$ cat src/rtl/lift_scheduler.sv
// Lift car request scheduler and motion sequencer using a collective (SCAN) policy; outputs registered, one-cycle request latency.
// Optional door-hold input is enabled by defining LIFT_DOOR_HOLD_EN.
module lift_scheduler #(
    parameter int NFLOORS    = 3,
    parameter int TRAVEL_CYC = 4,
    parameter int DOOR_CYC   = 3,
    localparam int FW        = $clog2(NFLOORS)
) (
    input  logic               clk,
    input  logic               reset,
    input  logic [NFLOORS-1:0] req,
`ifdef LIFT_DOOR_HOLD_EN
    input  logic               door_hold,
`endif
    output logic               mv_up,
    output logic               mv_dn,
    output logic               door_open,
    output logic [FW-1:0]      floor,
    output logic [NFLOORS-1:0] at_floor,
    output logic [NFLOORS-1:0] pending,
    output logic               busy
);

    localparam int TW = (TRAVEL_CYC > 1) ? $clog2(TRAVEL_CYC) : 1;
    localparam int DW = (DOOR_CYC > 1) ? $clog2(DOOR_CYC) : 1;

    typedef enum logic [1:0] {S_IDLE, S_MOVE_UP, S_MOVE_DN, S_DOOR} state_t;

    state_t             state_q, state_d;
    logic [FW-1:0]      floor_q, floor_d;
    logic [NFLOORS-1:0] at_floor_q, at_floor_d;
    logic [NFLOORS-1:0] pending_q, pending_d;
    logic               dir_up_q, dir_up_d;
    logic [TW-1:0]      tcnt_q, tcnt_d;
    logic [DW-1:0]      dcnt_q, dcnt_d;
    logic               mv_up_q, mv_up_d, mv_dn_q, mv_dn_d;
    logic               door_open_q, door_open_d, busy_q, busy_d;

    logic [NFLOORS-1:0] pend_raw, clr, arr_oh;
    logic               up_w, dn_w, door_restart, hold;

    function automatic logic any_above(input logic [NFLOORS-1:0] v, input logic [FW-1:0] f);
        logic r;
        r = 1'b0;
        for (int i = 0; i < NFLOORS; i++)
            if (i > int'(f) && v[i]) r = 1'b1;
        return r;
    endfunction

    function automatic logic any_below(input logic [NFLOORS-1:0] v, input logic [FW-1:0] f);
        logic r;
        r = 1'b0;
        for (int i = 0; i < NFLOORS; i++)
            if (i < int'(f) && v[i]) r = 1'b1;
        return r;
    endfunction

`ifdef LIFT_DOOR_HOLD_EN
    assign hold = door_hold;
`else
    assign hold = 1'b0;
`endif

    always_comb begin
        state_d      = state_q;
        floor_d      = floor_q;
        dir_up_d     = dir_up_q;
        tcnt_d       = tcnt_q;
        dcnt_d       = dcnt_q;
        clr          = '0;
        arr_oh       = '0;
        // A call for the floor whose door is already open is absorbed, not latched.
        pend_raw     = pending_q | ((state_q == S_DOOR) ? (req & ~at_floor_q) : req);
        up_w         = any_above(pend_raw, floor_q);
        dn_w         = any_below(pend_raw, floor_q);
        door_restart = |(req & at_floor_q) | hold;

        case (state_q)
            S_IDLE: begin
                if (|(pend_raw & at_floor_q)) begin
                    clr     = at_floor_q;
                    state_d = S_DOOR;
                    dcnt_d  = '0;
                end else if (up_w && (dir_up_q || !dn_w)) begin
                    state_d  = S_MOVE_UP;
                    dir_up_d = 1'b1;
                    tcnt_d   = '0;
                end else if (dn_w) begin
                    state_d  = S_MOVE_DN;
                    dir_up_d = 1'b0;
                    tcnt_d   = '0;
                end
            end
            S_MOVE_UP, S_MOVE_DN: begin
                if (tcnt_q == TW'(TRAVEL_CYC - 1)) begin
                    tcnt_d = '0;
                    if (state_q == S_MOVE_UP) begin
                        floor_d = floor_q + FW'(1);
                        arr_oh  = at_floor_q << 1;
                    end else begin
                        floor_d = floor_q - FW'(1);
                        arr_oh  = at_floor_q >> 1;
                    end
                    if (|(pend_raw & arr_oh)) begin
                        clr     = arr_oh;
                        state_d = S_DOOR;
                        dcnt_d  = '0;
                    end else if ((state_q == S_MOVE_UP) ? !any_above(pend_raw, floor_d)
                                                        : !any_below(pend_raw, floor_d)) begin
                        state_d = S_IDLE;
                    end
                end else begin
                    tcnt_d = tcnt_q + TW'(1);
                end
            end
            S_DOOR: begin
                if (door_restart) begin
                    dcnt_d = '0;
                end else if (dcnt_q == DW'(DOOR_CYC - 1)) begin
                    dcnt_d = '0;
                    if (up_w && (dir_up_q || !dn_w)) begin
                        state_d  = S_MOVE_UP;
                        dir_up_d = 1'b1;
                        tcnt_d   = '0;
                    end else if (dn_w) begin
                        state_d  = S_MOVE_DN;
                        dir_up_d = 1'b0;
                        tcnt_d   = '0;
                    end else begin
                        state_d = S_IDLE;
                    end
                end else begin
                    dcnt_d = dcnt_q + DW'(1);
                end
            end
            default: state_d = S_IDLE;
        endcase

        pending_d   = pend_raw & ~clr;
        at_floor_d  = {{(NFLOORS-1){1'b0}}, 1'b1} << floor_d;
        mv_up_d     = (state_d == S_MOVE_UP);
        mv_dn_d     = (state_d == S_MOVE_DN);
        door_open_d = (state_d == S_DOOR);
        busy_d      = (state_d != S_IDLE);
    end

    always_ff @(posedge clk) begin
        if (reset) begin
            state_q     <= S_IDLE;
            floor_q     <= '0;
            at_floor_q  <= {{(NFLOORS-1){1'b0}}, 1'b1};
            pending_q   <= '0;
            dir_up_q    <= 1'b1;
            tcnt_q      <= '0;
            dcnt_q      <= '0;
            mv_up_q     <= 1'b0;
            mv_dn_q     <= 1'b0;
            door_open_q <= 1'b0;
            busy_q      <= 1'b0;
        end else begin
            state_q     <= state_d;
            floor_q     <= floor_d;
            at_floor_q  <= at_floor_d;
            pending_q   <= pending_d;
            dir_up_q    <= dir_up_d;
            tcnt_q      <= tcnt_d;
            dcnt_q      <= dcnt_d;
            mv_up_q     <= mv_up_d;
            mv_dn_q     <= mv_dn_d;
            door_open_q <= door_open_d;
            busy_q      <= busy_d;
        end
    end

    assign mv_up     = mv_up_q;
    assign mv_dn     = mv_dn_q;
    assign door_open = door_open_q;
    assign floor     = floor_q;
    assign at_floor  = at_floor_q;
    assign pending   = pending_q;
    assign busy      = busy_q;

endmodule

$ cat config.mk
export PLATFORM = sky130hd
export DESIGN_NAME = lift_scheduler
export DESIGN_NICKNAME = d
export VERILOG_FILES = /design/src/rtl/lift_scheduler.sv
export SDC_FILE = /design/constraint.sdc
export NUM_CORES = 1
export LEC_CHECK = 0
export ABC_AREA = 1
export BUFFER_PORTS_ARGS = -buffer_cell sky130_fd_sc_hd__buf_4
export CORE_MARGIN = 8
export CORE_UTILIZATION = 60
export DETAILED_ROUTE_END_ITERATION = 10
export GPL_ROUTABILITY_DRIVEN = 0
export GPL_TIMING_DRIVEN = 0
export PLACE_DENSITY = 0.92
export SYNTH_ARGS = -nofsm -noshare
export SYNTH_HDL_FRONTEND = slang
export SYNTH_SLANG_ARGS = --single-unit
$ cat constraint.sdc
create_clock -name clk -period 2.7 [get_ports clk]
set_input_delay 0.27 -clock clk [delete_from_list [all_inputs] [get_ports clk]]
set_output_delay 0.27 -clock clk [all_outputs]
set_load 0.02 [all_outputs]
Word-level counts from Yosys, hierarchy flattened
Cells that the tools add are included.

storage, ports and cells
  register bits = 19
  input port bits = 5
  output and inout bits = 12

operators by class
  add/sub/neg operators = 4
  magnitude comparators = 10
  equality and inequality tests = 14
  shift-type cells = 1
  muxes and demuxes = 60
  bitwise logic cells = 8
  reductions and logical operators = 25

operators with widths
  cell                   number
  $mux W2                26
  $mux W1                22
  $mux W3                7
  $pmux W2 S3            3
  $and A3 B3 Y3          5
  $eq A2 B2 Y1 const B   6
  $logic_and A1 B1 Y1    11
  $ne A2 B2 Y1 const B   5
  $reduce_or A3 Y1       3
  $lt A1 B2 Y1 const A   4
  $add A2 B1 Y2 const B  3
  $not A3 Y3             2
  $pmux W3 S2            1
  $reduce_and A3 Y1      2
  $eq A2 B1 Y1 const B   2
  $gt A1 B2 Y1 const A   2
  $gt A2 B2 Y1 const A   2
  $lt A2 B2 Y1 const A   2
  $reduce_and A4 Y1      1
  $reduce_bool A2 Y1     2
  $logic_not A1 Y1       3
  $or A3 B3 Y3           1
  $shl A1 B2 Y3 const A  1
  $logic_not A2 Y1       1
  5 further kinds        5

Depth between registers and ports, before layout
Gate-level depths: netlist of run 1.

  word-level depth = 19
  mapped depth = 15
  gate-level depth less buffers = 15

Worst setup path before layout of run 1
Ideal clock, no wire load.

  path kind = reg2reg
  start point = register floor_q[0] (netlist: floor[0])
  end point = register mv_dn_q (netlist: mv_dn)
  library setup time = 0.065 ns
  data arrival time = 1.793 ns
  slack = 0.842 ns
  cell stages (with the launch flop) = 14
  path buffers = 0
  cells stage by stage = dfxtp_1 > inv_1 > ha_1 > inv_1 > nand2_1 > nand2_1 > nand3_1 > nand3_1 > nand2_1 > nand2_1 > nand2_1 > nand3_1 > nand3_1 > nor2_1

between the ends
  cells in the longest elaborated chain, start to end = 19
  elaborated cells on any way between the ends = 59

RTL lines
  what                                                   line     source
  start: declaration                                     30       logic [FW-1:0] floor_q, floor_d;
  start signal: assignment                               162      floor_q <= floor_d;
  $sub A2 B1 Y2 / $add A2 B1 Y2 (equally long branches)  101, 98
  $mux W2                                                97       if (state_q == S_MOVE_UP) begin
  $mux W2                                                95       if (tcnt_q == TW'(TRAVEL_CYC - 1)) begin
  $mux W2                                                78       case (state_q)
  $lt A1 B2 Y1                                           54       if (i < int'(f) && v[i]) r = 1'b1;
  $logic_and A1 B1 Y1                                    54
  $mux W1 (3 in a row)                                   54
  $mux W1                                                104      if (|(pend_raw & arr_oh)) begin
  $mux W1                                                95
  $mux W1                                                78
  $logic_not A1 Y1                                       109      : !any_below(pend_raw, floor_d)) begin
  $mux W1                                                108      end else if ((state_q == S_MOVE_UP) ? !any_above(pend_raw, floor_d)
  $mux W2                                                108
  $mux W2                                                104
  $mux W2                                                95
  $pmux W2 S3 *                                          78
  $eq A2 B2 Y1 *                                         142      mv_dn_d = (state_d == S_MOVE_DN);
  end signal: assignment                                 169      mv_dn_q <= mv_dn_d;
  end: declaration                                       36       logic mv_up_q, mv_up_d, mv_dn_q, mv_dn_d;

Mark *: on every way between the ends. The rest lies on a longest branch, timed or not. The select of a mux whose other input is x is not followed.
A chain may end at the register's enable or synchronous reset.

Final worst setup path of run 1
  start point = register floor_q[0] (netlist: floor[0])
  end point = register door_open_q (netlist: door_open)

between the ends
  cells in the longest elaborated chain, start to end = 19
  elaborated cells on any way between the ends = 59

RTL lines
  what                                                   line     source
  $sub A2 B1 Y2 / $add A2 B1 Y2 (equally long branches)  101, 98
  $mux W2                                                97
  $mux W2                                                95
  $mux W2                                                78
  $lt A1 B2 Y1                                           54
  $logic_and A1 B1 Y1                                    54
  $mux W1 (3 in a row)                                   54
  $mux W1                                                104
  $mux W1                                                95
  $mux W1                                                78
  $logic_not A1 Y1                                       109
  $mux W1                                                108
  $mux W2                                                108
  $mux W2                                                104
  $mux W2                                                95
  $pmux W2 S3 *                                          78
  $eq A2 B2 Y1 *                                         143      door_open_d = (state_d == S_DOOR);
  end signal: assignment                                 170      door_open_q <= door_open_d;
  end: declaration                                       37       logic door_open_q, door_open_d, busy_q, busy_d;

Marks and branches as above.

==> flow_metrics.env, run 1 <==
export IMPL_grt_pass1_wl_mm=4.91
export IMPL_timing_critical_path_max_delay_family="simple AND/OR/NAND/NOR gates"
export IMPL_crit_path_top_delay_cell="dfxtp_1"
export IMPL_timing_hold_worst_class="in -> reg"
export IMPL_post_synth_main_area_contributors="dfxtp_1 30%, nand2_1 15%, ha_1 9.8%, inv_1 9.7%, nand2_2 5.4%"
export IMPL_synthToLayoutAreaGrowth_pct=14.1
export IMPL_ys_seq_area_share_pct=29.7
export IMPL_hold_path_endpoint="tcnt_q[1]"
export IMPL_maximum_number_of_pins_on_one_net_before_global_route_repair=11
export IMPL_layout_drive_gt1_share_pct=18.8
export IMPL_netlist_top_cells_count="52 x nand2_1, 33 x inv_1, 19 x dfxtp_1"
export IMPL_most_common_cell_type_on_the_critical_path="nand2_1"
export IMPL_final_area_um2=1460
export IMPL_timing_reg2reg_setup_slack_ps=640
export IMPL_finish_net_count=223
export IMPL_slew_limit_headroom_pct=78.4
export IMPL_syn_area_um2=1280
export IMPL_cts_repair_resized=0
export IMPL_cts_inserted_buffers=3
export IMPL_dp_hpwl_mm=2.28
export IMPL_grt_use_total_pct=14.5
export IMPL_synth_top_cell_by_area="dfxtp_1"
export IMPL_synth_top_area_share_pct=29.7
export IMPL_tightestPinTransition_ps=321
export IMPL_number_of_buffers_and_inverters_on_the_critical_path=2
export IMPL_synthesis_area_per_instance_um2=6.84
export IMPL_antennaDiodeCount=0
export IMPL_max_cap_violations=0
export IMPL_cpPeakStageDelay_ps=450
export IMPL_ant_nets=0
export IMPL_synth_most_common_cell="nand2_1"
export IMPL_final_hold_violation_count=0
export IMPL_worstPathMaxFanout=6
export IMPL_cts_tree="built"
export IMPL_final_max_slew_viol_count=0
export IMPL_postSynthNetCount=202
export IMPL_outcome="completed"
export IMPL_post_detailed_route_drc_marker_count=0
export IMPL_regToRegStartpoint="floor[0]"
export IMPL_clk_root_buffer_cell="clkbuf_4"
export IMPL_buffer_ports_inserted=16
export IMPL_leakagePower_uw=0.000801
export IMPL_ir_drop_v=0.000700
export IMPL_timing_final_crit_share_pct=76.5
export IMPL_detail_route_iter0_violations=35
export IMPL_critical_path_class="reg -> reg"
export IMPL_skew_ps=1.20
export IMPL_synth_seq_cells=19
export IMPL_placementRows=16
export IMPL_drt_total_wl_mm=2.82
export IMPL_initial_antenna_violation_count=0
export IMPL_clock_tree_buffer_depth=2
export IMPL_crit_arrival_ps=2290
export IMPL_start_kind="flop"
export IMPL_cts_reportedPaths_clkPinSlew_ps=110
export IMPL_post_syn_instances=187
export IMPL_initial_utilization_pct=64.5
export IMPL_r2r_worst_path_cells=13
export IMPL_crit_reg2reg_capture="door_open"
export IMPL_clk_insertion_delay_late_ps=280
export IMPL_post_cts_hold_buffer_count=0
export IMPL_pin_count=17
export IMPL_setup_viol=0
export IMPL_synth_flop_cell="dfxtp_1"
export IMPL_timing_setup_tns_ps=0
export IMPL_routed_via_count=1242
export IMPL_fmax_ghz=0.484
export IMPL_synth_edf_count=0
export IMPL_grt_remaining_overflow=0
export IMPL_timing_hold_worst_path_depth=2
export IMPL_post_synth_num_cell_types=27
export IMPL_hp_start="reset"
export IMPL_die_wd_um=62.2
export IMPL_dr_pass1_iters=4
export IMPL_crit_path_end_kind="flop"
export IMPL_critical_path_required_ps=2930
export IMPL_routedWlPerCell_um=12.0
export IMPL_fin_crit_ps=2060
export IMPL_synth_async_reset_ratio_pct=0
export IMPL_postCtsSetupRepairBufs=0
export IMPL_dpl_cell_area_um2=1430
export IMPL_clock_sink_count=19
export IMPL_htree_num_levels=1
export IMPL_floorplan_core_area_um2=1980
export IMPL_synth_yosys_warnings=0
export IMPL_area_of_the_die_um2=3860
export IMPL_critPathLaunch="floor[0]"
export IMPL_via_count_of_the_first_global_routing_pass=1192
export IMPL_worstPathCellList="inv_1, ha_1, inv_1, nand2_1, nand2_1, nand3_1, nand3_1, nand2_1, nand2_1, nand2_1, nand3_1, nand3_1, nor2_1"
export IMPL_setup_repair_after_global_routing_missed_its_margin="no"
export IMPL_die_h_um=62.2
export IMPL_power_density_nw_per_um2=875
export IMPL_post_drt_via_cell_ratio=5.31
==> layer usage <==
| metal | global-route usage (%) | part of all wire (%) | routed length (µm) |
|---|---|---|---|
| met5 | 0 | 0 | 0 |
| met4 | 3.79 | 0.43 | 12 |
| met3 | 3.58 | 7.4 | 208 |
| met2 | 25.9 | 49 | 1380 |
| met1 | 16.6 | 43 | 1220 |
==> worst max path at each step <==
stage                      endpoint  slack, ps  cells past startpoint
after floorplan               mv_dn        840                     13
after global placement        mv_dn        810                     13
after detailed placement       busy        710                     13
after CTS                 door_open        680                     13
after global routing      door_open        440                     13
final                     door_open        640                     13
==> cells in the final DEF (no fill, tap or decap), types with 2 or more instances in the layout <==
cell | synthesis | layout
a21oi_1 | 7 | 7
buf_4 | 0 | 16
clkbuf_4 | 0 | 3
dfxtp_1 | 19 | 19
ha_1 | 10 | 10
inv_1 | 33 | 33
nand2_1 | 52 | 52
nand2_2 | 11 | 11
nand3_1 | 10 | 10
nand3_2 | 3 | 3
nand3_4 | 2 | 2
nor2_1 | 14 | 14
nor4_1 | 2 | 2
o211ai_1 | 2 | 2
o21ai_0 | 5 | 5
o21ai_1 | 4 | 4
==> area by class of cell <==
type | instances | area, µm²
clock buffer | 4 | 26.3
inverter | 33 | 124
fill | 143 | 523
sequential | 19 | 380
timing repair buffer | 16 | 120
multi-input combinational | 134 | 769
tap | 27 | 33.8
buffer | 1 | 5.00
==> flip-flops by register name (all words and copies together) (netlist names) <==
name / cells
dcnt_q: 2
at_floor: 3
busy: 1
state_q: 2
door_open: 1
pending: 3
dir_up_q: 1
tcnt_q: 2
mv_up: 1
mv_dn: 1
floor: 2
==> per-stage QoR <==
stage	hold WS [ps]	instances	utilization, %	setup slack [ps]	power [µW]
6_report	171	234	73.6	635	1280
5_1_grt	171	234	73.6	441	1390
3_5_place_dp	456	230	72.3	712	1130
2_1_floorplan	339	187	-	842	947
4_1_cts	169	234	73.6	680	1270
3_3_place_gp	448	230	72.3	814	1090
==> worst register-to-register path, stage by stage (launching register included) <==
cell and delay, ps:
dfxtp_1 450, inv_1 160, ha_1 360, inv_1 120
nand2_1 60, nand2_1 90, nand3_1 80, nand3_1 80
nand2_1 60, nand2_1 90, nand2_1 70, nand3_1 90
nand3_1 160, nor2_1 140
==> cell families (layout without fill, tap and decap cells) <==
kind of cell	after synthesis	in the layout	share of synthesized area, %
AO/OA/AOI/OAI	24	24	12.1
XOR/XNOR	1	1	0.685
adder cells (fa/ha/maj)	10	10	9.78
buffers and inverters	34	54	10.1
flip-flops	19	19	29.7
AND/OR/NAND/NOR	99	99	37.6
==> power breakdown <==
part	leakage (µW)	switching, µW	internal [µW]	total, µW
sequential	0.000156	46.1	356	402
combinational	0.000629	465	269	734
clock	0.0000150	83.1	57.3	140
total	0.000801	594	682	1280
(Power assumes the default switching activity.)
==> run 2: changes to the inputs <==
Settings changed: ABC_AREA 1 to 0, CORE_UTILIZATION 60 to 56, PLACE_DENSITY 0.92 to 0.87.
Clock period 2.7 ns to 2.1 ns, I/O delays scaled along.
==> flow_metrics.env, run 2 <==
export IMPL_final_layout_worst_hold_slack_ps=86.7
export IMPL_placementRows=17
export IMPL_synth_top_cell_by_area="dfxtp_1"
export IMPL_clk_insertion_delay_late_ps=310
export IMPL_synth_edf_count=0
export IMPL_timing_reg2reg_setup_slack_ps=-30
export IMPL_synth_flop_cell="dfxtp_1"
export IMPL_timing_hold_worst_class="in -> reg"
export IMPL_clk_root_buffer_cell="clkbuf_4"
export IMPL_pin_count=17
export IMPL_layout_drive_gt1_share_pct=30.8
export IMPL_grt_use_total_pct=16.9
export IMPL_layout_commonest_cell="buf_4"
export IMPL_routed_via_count=1289
export IMPL_top_library_cells_by_usage_in_the_layout_fill_and_taps_aside="19 x buf_4, 15 x dfxtp_1, 12 x inv_1, 11 x nor2_1, 9 x a21oi_1"
export IMPL_floorplan_core_area_um2=2190
export IMPL_timing_setup_tns_ps=-38.7
export IMPL_skew_ps=5.94
export IMPL_worstPathMaxFanout=10
export IMPL_finish_net_count=188
export IMPL_detail_route_iter0_violations=150
export IMPL_synth_yosys_warnings=0
export IMPL_fmax_ghz=0.468
export IMPL_finish_utilization_pct=71.0
export IMPL_synthToLayoutAreaGrowth_pct=20.7
export IMPL_crit_path_end_kind="flop"
export IMPL_routedWlPerCell_um=17.3
export IMPL_max_cap_violations=0
export IMPL_timing_critical_path_max_delay_family="compound AO/OA/AOI/OAI gates"
export IMPL_initial_utilization_pct=58.8
export IMPL_slew_limit_headroom_pct=64.8
export IMPL_maximum_number_of_pins_on_one_net_before_global_route_repair=12
export IMPL_cts_tree="built"
export IMPL_netlist_top_cells_count="19 x dfxtp_1, 13 x inv_1, 11 x a21oi_1, 11 x nor2_1, 10 x ha_1"
export IMPL_cts_reportedPaths_clkPinSlew_ps=110
export IMPL_synth_seq_cells=19
export IMPL_timing_final_crit_share_pct=102
export IMPL_grt_pass1_wl_mm=5.68
export IMPL_crit_arrival_ps=2350
export IMPL_synth_top_area_share_pct=29.5
export IMPL_leakagePower_uw=0.000648
export IMPL_crit_reg2reg_capture="mv_up"
export IMPL_setup_repair_after_global_routing_missed_its_margin="yes"
export IMPL_via_count_of_the_first_global_routing_pass=1242
export IMPL_power_density_nw_per_um2=1090
export IMPL_cpPeakStageDelay_ps=410
export IMPL_synthesis_area_per_instance_um2=8.53
export IMPL_drt_total_wl_mm=3.46
export IMPL_synth_most_common_cell="dfxtp_1"
export IMPL_ys_seq_area_share_pct=29.5
export IMPL_buffer_ports_inserted=16
export IMPL_post_synth_main_area_contributors="dfxtp_1 30%, ha_1 9.7%, a21oi_1 4.3%, inv_1 3.8%, nor2_1 3.2%"
export IMPL_number_of_buffers_and_inverters_on_the_critical_path=1
export IMPL_fin_crit_ps=2130
export IMPL_outcome="finished with violations"
export IMPL_r2r_worst_path_cells=8
export IMPL_dr_pass1_iters=5
export IMPL_hp_start="reset"
export IMPL_ant_nets=0
export IMPL_ir_drop_v=0.00102
export IMPL_die_wd_um=64.0
export IMPL_crit_path_top_delay_cell="dfxtp_2"
export IMPL_failed_checks="negative setup slack"
export IMPL_syn_area_um2=1290
export IMPL_tightestPinTransition_ps=528
export IMPL_final_max_slew_viol_count=0
export IMPL_antennaDiodeCount=0
export IMPL_dp_hpwl_mm=2.61
export IMPL_post_detailed_route_drc_marker_count=0
export IMPL_cts_inserted_buffers=3
export IMPL_setup_slack_ps=-34.5
export IMPL_setup_viol=2
export IMPL_postSynthNetCount=166
export IMPL_timing_hold_worst_path_depth=2
export IMPL_critical_path_required_ps=2310
export IMPL_die_h_um=64.0
export IMPL_post_synth_num_cell_types=53
export IMPL_report_power_total_uw=1700
export IMPL_post_syn_instances=151
export IMPL_post_drt_via_cell_ratio=6.45
export IMPL_area_of_the_die_um2=4090
export IMPL_final_hold_violation_count=0
export IMPL_setup_slack_after_placement_ps=-281
export IMPL_critical_path_class="reg -> reg"
export IMPL_hold_path_endpoint="floor[0]"
export IMPL_grt_remaining_overflow=0
export IMPL_clock_sink_count=19
export IMPL_initial_antenna_violation_count=0
export IMPL_post_cts_hold_buffer_count=0
export IMPL_synth_async_reset_ratio_pct=0
export IMPL_start_kind="flop"
export IMPL_clock_tree_buffer_depth=2
export IMPL_worstPathCellList="ha_4, buf_4, a21boi_0, o21ai_1, o31ai_2, a311o_1, o221ai_2, and3b_1"
export IMPL_regToRegStartpoint="state_q[0]"
export IMPL_htree_num_levels=1
[run 2: changes by cell type after synthesis, sizes merged, moves of 3 or more]
cell,change
nand3,-10
nor2b,+3
nor2,-3
and3,+4
a21boi,+4
nand2,-58
inv,-20
a21oi,+4
[run 2: how the worst max path moves through the flow]
stage                from       end  slack, ps  cells past startpoint
6_report       state_q[0]     mv_up        -30                      8
5_1_grt        state_q[1]     mv_up       -110                      8
4_1_cts        state_q[0]     mv_up        -10                      7
3_5_place_dp   state_q[0]  dir_up_q       -280                      8
3_3_place_gp   state_q[0]     mv_up       -230                      8
2_1_floorplan  state_q[1]     mv_up          2                      9
[run 2: final cells by class]
type,instances,area [µm²]
Multi-Input combinational cell,115,898
Fill cell,167,636
Tap cell,28,35.0
Clock inverter,1,5.00
Clock buffer,3,22.5
Buffer,3,22.5
Sequential cell,19,388
Timing Repair Buffer,18,135
Inverter,13,48.8
[run 2: routing by layer]
| layer | vias up | routed length [µm] | global-route usage [%] |
|---|---|---|---|
| met3 | 10 | 249 | 3.48 |
| met2 | 59 | 1600 | 27.4 |
| met4 | 0 | 91 | 10.0 |
| li1 | 615 | - | - |
| met1 | 605 | 1520 | 20.1 |
| met5 | - | 0 | 0 |
[run 2: logic make-up (layout without fill, tap and decap cells)]
| logic type | Yosys count | in the layout | synth area share [%] |
|---|---|---|---|
| AOI/OAI and AO/OA | 60 | 60 | 35.5 |
| xor gates and xnor gates | 2 | 2 | 1.36 |
| adders and majority gates | 10 | 10 | 9.71 |
| buffers and inverters | 17 | 38 | 5.92 |
| DFF | 19 | 19 | 29.5 |
| muxes | 1 | 1 | 0.777 |
| and+or+nand+nor | 42 | 42 | 17.2 |
[run 2: metrics by stage]
stage | instance area [µm²] | std cells
finish | 1560 | 200
global route | 1560 | 200
CTS | 1550 | 199
detailed placement | 1450 | 195
global placement | 1450 | 195
floorplan | 1300 | 151
[run 2: what timing repair did]
item                                    CTS  global route
pin swaps                                 6             3
gates resized for setup                  19             6
endpoints found under the setup margin   14            14
setup buffers                             1             1
[run 2: where the power goes]
part / leakage, µW / switching (µW) / internal, µW
clock: 0.0000177 / 121 / 71.2
combinational: 0.000473 / 601 / 395
sequential: 0.000158 / 68.2 / 446
total: 0.000648 / 790 / 913
